File: src/rtl/fetch_buf.sv
// Instruction fetch buffer: one I-cache request per cycle into an in-order slot queue, oldest filled slot to decode.
// Define FETCH_BUF_BYPASS_EN to forward a response for the head slot straight to decode in the same cycle.
`ifndef AddrWidth
`define AddrWidth 32
`endif
`ifndef InstWidth
`define InstWidth 32
`endif
`ifndef Enable_
`define Enable_ 1'b0
`endif
`ifndef Disable_
`define Disable_ 1'b1
`endif

module fetch_buf #(
    parameter int              ADDR     = `AddrWidth,
    parameter int              INST     = `InstWidth,
    parameter int              DEPTH    = 4,
    parameter logic [ADDR-1:0] RESET_PC = '0
) (
    input  logic            clk,
    input  logic            reset_,
    input  logic [ADDR-1:0] next_fetch_pc,
    output logic [ADDR-1:0] fetch_pc,
    output logic            fetch_stall_,
    output logic            ic_req_,
    output logic [ADDR-1:0] ic_addr,
    input  logic            ic_ready,
    input  logic            ic_resp_e_,
    input  logic [INST-1:0] ic_inst,
    input  logic            flush_,
    input  logic            dec_stall_,
    output logic            inst_e_,
    output logic [ADDR-1:0] inst_pc,
    output logic [INST-1:0] inst
);
    localparam int            PW   = $clog2(DEPTH);
    localparam int            CW   = PW + 1;
    localparam logic [CW-1:0] FULL = CW'(DEPTH);

    typedef struct packed {
        logic [ADDR-1:0] pc;
        logic [INST-1:0] inst;
        logic            filled;
    } slot_t;

    slot_t         slots [DEPTH];
    slot_t         head;
    logic [PW-1:0] alloc_ptr, fill_ptr, head_ptr;
    logic [CW-1:0] used, pend, discard;
    logic          req_v, accept, resp_v, fill_v, head_rdy, byp, present, deq, fill_wr;

    always_comb begin
        head     = slots[head_ptr];
        req_v    = reset_ && flush_ && (used < FULL);
        accept   = req_v && ic_ready;
        resp_v   = (ic_resp_e_ == `Enable_);
        // responses owed to squashed requests are swallowed before any slot is filled
        fill_v   = resp_v && flush_ && (discard == '0);
        head_rdy = (used != '0) && head.filled;
`ifdef FETCH_BUF_BYPASS_EN
        byp      = (used != '0) && !head.filled && (fill_ptr == head_ptr) && (discard == '0) && resp_v;
`else
        byp      = 1'b0;
`endif
        present  = head_rdy || byp;
        deq      = present && (dec_stall_ == `Disable_);
        fill_wr  = fill_v && !(byp && deq);
    end

    assign fetch_stall_ = accept ? `Disable_ : `Enable_;
    assign ic_req_      = req_v ? `Enable_ : `Disable_;
    assign ic_addr      = fetch_pc;
    assign inst_e_      = present ? `Enable_ : `Disable_;
    assign inst_pc      = head.pc;
    assign inst         = byp ? ic_inst : head.inst;

    always_ff @(posedge clk or negedge reset_) begin
        if (!reset_) begin
            fetch_pc  <= RESET_PC;
            alloc_ptr <= '0;
            fill_ptr  <= '0;
            head_ptr  <= '0;
            used      <= '0;
            pend      <= '0;
            discard   <= '0;
            for (int i = 0; i < DEPTH; i++) slots[i] <= '0;
        end else if (!flush_) begin
            fetch_pc  <= next_fetch_pc;
            alloc_ptr <= '0;
            fill_ptr  <= '0;
            head_ptr  <= '0;
            used      <= '0;
            pend      <= '0;
            // every response still owed by the cache (old and new) must now be dropped
            discard   <= discard + pend - CW'(resp_v);
            for (int i = 0; i < DEPTH; i++) slots[i].filled <= 1'b0;
        end else begin
            if (accept) begin
                slots[alloc_ptr].pc     <= fetch_pc;
                slots[alloc_ptr].filled <= 1'b0;
                alloc_ptr               <= alloc_ptr + 1'b1;
                fetch_pc                <= next_fetch_pc;
            end
            if (fill_wr) begin
                slots[fill_ptr].inst   <= ic_inst;
                slots[fill_ptr].filled <= 1'b1;
            end
            if (fill_v) fill_ptr <= fill_ptr + 1'b1;
            if (deq) head_ptr <= head_ptr + 1'b1;
            if (resp_v && (discard != '0)) discard <= discard - 1'b1;
            used <= used + CW'(accept) - CW'(deq);
            pend <= pend + CW'(accept) - CW'(fill_v);
        end
    end

`ifndef SYNTHESIS
    a_orphan_resp: assert property (@(posedge clk) disable iff (!reset_)
        !(resp_v && (pend == '0) && (discard == '0)));
    a_used_range: assert property (@(posedge clk) disable iff (!reset_) used <= FULL);
`endif

endmodule

File: config.mk
export PLATFORM = sky130hd
export DESIGN_NAME = fetch_buf
export DESIGN_NICKNAME = d
export VERILOG_FILES = /design/src/rtl/fetch_buf.sv
export SDC_FILE = /design/constraint.sdc
export NUM_CORES = 1
export LEC_CHECK = 0
export BUFFER_PORTS_ARGS = -buffer_cell sky130_fd_sc_hd__buf_2
export CORE_AREA = 2 2 247 249
export CTS_CLUSTER_DIAMETER = 30
export DETAILED_ROUTE_END_ITERATION = 8
export DIE_AREA = 0 0 249 251
export GPL_TIMING_DRIVEN = 0
export HOLD_SLACK_MARGIN = 0.05
export PLACE_DENSITY = 0.46
export SYNTH_ARGS = -nofsm -noshare
export SYNTH_HDL_FRONTEND = slang
export SYNTH_SLANG_ARGS = --single-unit
export TNS_END_PERCENT = 10
File: constraint.sdc
create_clock -name clk -period 2.8 [get_ports clk]
set_input_delay 0.28 -clock clk [delete_from_list [all_inputs] [get_ports clk]]
set_output_delay 0.28 -clock clk [all_outputs]
set_load 0.01 [all_outputs]
After elaboration in Yosys (flattened, before gate mapping)
Index checks and enable logic that the tools add are counted.
{"block": "totals", "register_bits": 307, "out_inout_bits": 131}
{"block": "op_classes", "n_addsub": 10, "n_lt_le_gt_ge": 6, "eq_ne": 4, "mux": 37, "bitwise_logic": 4, "reduce_logical": 13}
{"cell": "$bwmux W260", "count": 4}
{"cell": "$mux W260", "count": 3}
{"cell": "$demux W65 S2", "count": 4}
{"cell": "$mux W65", "count": 3}
{"cell": "$bmux W65 S2", "count": 1}
{"cell": "$mux W32", "count": 2}
{"cell": "$mux W33", "count": 1}
{"cell": "$mux W2", "count": 6}
{"cell": "$mux W3", "count": 4}
{"cell": "$logic_and A1 B1 Y1", "count": 10}
{"cell": "$ge A3 B3 Y1 const B", "count": 3}
{"cell": "$mux W1", "count": 9}
{"cell": "$not A2 Y3", "count": 3}
{"cell": "$sub A3 B1 Y3", "count": 3}
{"cell": "$ne A2 B1 Y1 const B", "count": 4}
{"cell": "$add A2 B1 Y2 const B", "count": 3}
{"cell": "$add A3 B1 Y3", "count": 2}
{"cell": "$lt A3 B1 Y1 const B", "count": 2}
{"cell": "$reduce_bool A3 Y1", "count": 2}
{"cell": "$add A3 B3 Y3", "count": 1}
{"cell": "$logic_not A3 Y1", "count": 1}
{"cell": "$lt A3 B3 Y1 const B", "count": 1}
{"cell": "$sub A3 B1 Y3 const B", "count": 1}
{"cell": "$not A1 Y1", "count": 1}

Depth between registers and ports, before layout
{"block": "depth", "depth_word": 13, "mapped_depth": 14, "mapped_depth_nobuf": 11}

Worst setup path after synthesis
Ideal clock, no wire load.
{"block": "synth_timing", "path_kind": "reg-to-reg", "startpoint": "register head_ptr[0]", "endpoint": "register used[2]", "setup_ps": 119, "arrival_time_ps": 2512, "required_time_ps": 2681, "slack_ps": 169, "path_stages_with_launch": 15, "path_buffers": 3, "synth_period_minus_slack_ps": 2631, "path_cell_list": "dfrtp_1 -> clkbuf_1 -> buf_4 -> buf_4 -> inv_1 -> mux2i_1 -> o311a_1 -> ha_1 -> inv_1 -> ha_1 -> inv_1 -> fa_1 -> xnor2_1 -> xnor2_1 -> and2_1"}
{"block": "synth_between", "elab_chain_cells": 8}
{"element": "from (decl)", "line_no": "50", "source": "logic [PW-1:0] alloc_ptr, fill_ptr, head_ptr;"}
{"element": "from (signal assigned)", "line_no": "111", "source": "if (deq) head_ptr <= head_ptr + 1'b1;"}
{"element": "$not A2 Y3 (not written as such)", "line_no": "55", "source": "head = slots[head_ptr];"}
{"element": "$bmux W65 S2", "line_no": "55"}
{"element": "$mux W65 (not written as such) (2 in a row)", "line_no": "55"}
{"element": "$logic_and A1 B1 Y1", "line_no": "61", "source": "head_rdy = (used != '0) && head.filled;"}
{"element": "$logic_and A1 B1 Y1", "line_no": "68", "source": "deq = present && (dec_stall_ == `Disable_);"}
{"element": "$sub A3 B1 Y3", "line_no": "113", "source": "used <= used + CW'(accept) - CW'(deq);"}
{"element": "$mux W3", "line_no": "89", "source": "end else if (!flush_) begin"}
{"element": "to (signal assigned)", "line_no": "113"}
{"element": "to (decl)", "line_no": "51", "source": "logic [CW-1:0] used, pend, discard;"}
Every way passes these cells. The select of a mux whose other input is x is not followed.
A chain may end at the register's enable or synchronous reset.

Worst setup path in the final report
Ends and elaborated chain as after synthesis.

==> metrics.txt <==
H-tree Lvls 3; vias between 8000 and 9000; synth warn 0; Clock Tree Buf Depth 3; clk sinks between 300 and 400; P_int between 10 and 15 mW; Seq/Total Area, Yosys 51.8%; fin crit period 2.64 ns; n_diodes 0; cell area power density around 890 nW/um2; starting density of the core around 25%; Crit path arrival time 3.11 ns; Critical Path Source Type register; fin cells about 2100; pin count of the biggest net entering global routing 110; IR drop worst, VDD about 380 uV; Setup CP Type register to register; DIE AREA 62500 um2; hold endpoint alloc_ptr[1]$_DFFE_PN0P_; vias in the first global route ~9600; Least-Margin Pin Slew 0.795 ns; initial antenna violation count 3; crit path max fanout 19; most frequent cells in the layout dfrtp_1 (306), mux2_4 (236), buf_2 (205); Final nets between 1000 and 1500; period utilization 94.1%; setup repair after global routing missed its margin false; Hold Crit Class input port to register; share of cells above drive strength 1 a little over 60%; Reg2Reg Depth 12; NetSw between 4 and 5 mW; remaining global-route overflow 0; # Max-Cap Violations 0; area of the core around 60000 um2; die width approximately 250 um; RD Place Congestion ~0.70; Pre-antenna DRT Iters 4; count of final max-slew check failures 0; syn_area_per_cell 17.4 um2; remaining antenna violation count 0; Tot Pwr approximately 19 mW; final hold violation count 0; syn_nets ~940; Clk pwr share between 50% and 60%; All-Layer GR Usage between 10% and 20%; Sw Ratio between 20% and 30%; mapped cell area 14800 um2; Seq cells post-synth ~300; Sequential Power Share roughly 30%; Unique masters post-synth 32; Slew headroom between 40% and 50%; Final Cell Area approximately 21000 um2; clock-pin slew on the worst setup and hold paths approximately 0.04 ns; CP Capture Type register; clock root cell clkbuf_16; via-per-instance ratio slightly above 4; status completed; drt drc 0; clk_lat worst skew about 0.6 ns; r2r endpoint used[2]$_DFF_PN0_; Post-Synthesis Cells about 850; # rows 90; chip height roughly 250 um; clock skew 0.0245 ns; Area Overhead vs Synth 40.4%; Worst Hold Launch ic_ready; wire length per cell around 18 um; total wire length around 37000 um; Setup TNS 0 ns; r2r setup slk about 0.16 ns; WP data required ~3.3 ns; Inserted Clock Buffers 89; dpl cell area approximately 17000 um2; hold path depth 5; Iter 0 DRT Violations around 300; DP Wirelength 22300 um; CTS tree done; io pins 201; first-pass GRT wire length roughly 57000 um; Leak Pwr about 10 nW; most common cell after layout, fill and taps aside dfrtp_1; placed cells 1834; Port Buffer Count 199; # setup viols final 0; worst r2r src head_ptr[0]$_DFFE_PN0P_; combinational fraction of design power between 10% and 20%; f_max between 0.3 and 0.4 GHz
## what timing repair did
action,4_1_cts,5_1_grt
gates cloned,1,0
buffers inserted,2,0
hold buffers,72,0
pin swaps,0,1
gates resized for setup,12,2
endpoints found under the setup margin,34,4
hold endpoints to repair,253,0
## how the worst max path moves through the flow
| stage | startpoint | to | slack (ns) |
|---|---|---|---|
| 3_5_place_dp | reset_ | used[2]$_DFF_PN0_ | -0.88 |
| 5_1_grt | head_ptr[0]$_DFFE_PN0P_ | used[2]$_DFF_PN0_ | 0.03 |
| 4_1_cts | head_ptr[0]$_DFFE_PN0P_ | used[2]$_DFF_PN0_ | -0.06 |
| 6_report | head_ptr[0]$_DFFE_PN0P_ | used[2]$_DFF_PN0_ | 0.16 |
| 3_3_place_gp | reset_ | used[2]$_DFF_PN0_ | -5.70 |
| 2_1_floorplan | head_ptr[0]$_DFFE_PN0P_ | used[2]$_DFF_PN0_ | 0.17 |
## area by class of cell
cell class / instances / area, um2
flip-flops and latches: 307 / 7680
repair buffers: 276 / 1890
multi-input cells: 443 / 6390
inverters: 21 / 78.8
clock buffers: 125 / 2610
fillers: 5734 / 39000
well taps: 782 / 978
plain buffers: 78 / 691
clock inverters: 38 / 495
## flip-flops by register name (all words and copies together) (netlist names)
signal	flops
slots	260
fetch_pc	32
discard	3
pend	3
used	3
alloc_ptr	2
fill_ptr	2
head_ptr	2
## logic make-up after synthesis
| group | share of synthesized area (%) |
|---|---|
| DFF | 51.8 |
| muxes | 37.9 |
| buffers and inverters | 5.09 |
| xor gates and xnor gates | 0.414 |
| and+or+nand+nor | 1.91 |
| adders and majority gates | 1.84 |
| AOI/OAI and AO/OA | 1.01 |
## metrics by stage
| stage | util (%) | setup slack, ns | hold WS, ns |
|---|---|---|---|
| after floorplan | - | 0.169 | -0.0156 |
| after global placement | 28.1 | -5.70 | 0.483 |
| after detailed placement | 28.2 | -0.878 | 0.376 |
| after CTS | 34.8 | -0.0566 | 0.308 |
| after global routing | 34.8 | 0.0295 | 0.367 |
| final | 34.8 | 0.165 | 0.345 |
## critical path: stages, from the launching register on
cell     delay, ns
dfrtp_2       0.44
buf_12        0.19
inv_2         0.10
mux2i_2       0.25
o311a_1       0.21
ha_1          0.22
inv_1         0.06
ha_1          0.13
inv_1         0.05
fa_1          0.40
xnor2_1       0.15
xnor2_1       0.13
and2_1        0.16
## synth_stat cells
library cell,count,area share (%)
a21boi_0,6,0.30
a31oi_1,2,0.084
and2_1,4,0.17
and4b_1,1,0.068
and4bb_1,1,0.084
buf_12,1,0.14
buf_2,11,0.37
buf_4,38,1.9
buf_6,18,1.4
buf_8,6,0.61
clkbuf_1,6,0.15
dfrtp_1,307,52
fa_1,3,0.41
ha_1,17,1.4
inv_1,21,0.53
mux2_2,52,4.0
mux2_4,236,24
mux2i_1,5,0.34
mux4_2,64,9.7
nand2_1,10,0.25
nand2_4,4,0.30
nand2_8,4,0.54
nand3b_1,2,0.10
nand4b_1,1,0.059
nor2_1,3,0.076
nor2b_1,4,0.17
o211ai_1,1,0.051
o21ai_0,10,0.34
o311a_1,2,0.14
o31ai_1,2,0.10
or3_1,2,0.084
xnor2_1,7,0.41
## layer usage
| layer | track usage, % | part of all wire, % |
|---|---|---|
| met4 | 4.55 | 2.6 |
| met3 | 3.69 | 5.1 |
| met5 | 0 | 0.063 |
| met1 | 15.5 | 46 |
| met2 | 18.4 | 46 |
## power by group through the flow
stage	combinational (mW)	sequential [mW]	clock, mW
2_1_floorplan	1.93	5.48	0
3_3_place_gp	2.78	5.59	0
3_5_place_dp	2.83	5.59	0
4_1_cts	2.94	5.56	10.3
5_1_grt	3.12	5.65	10.6
6_report	2.88	5.56	10.1
Note: power is estimated with default switching activity, not from simulation.
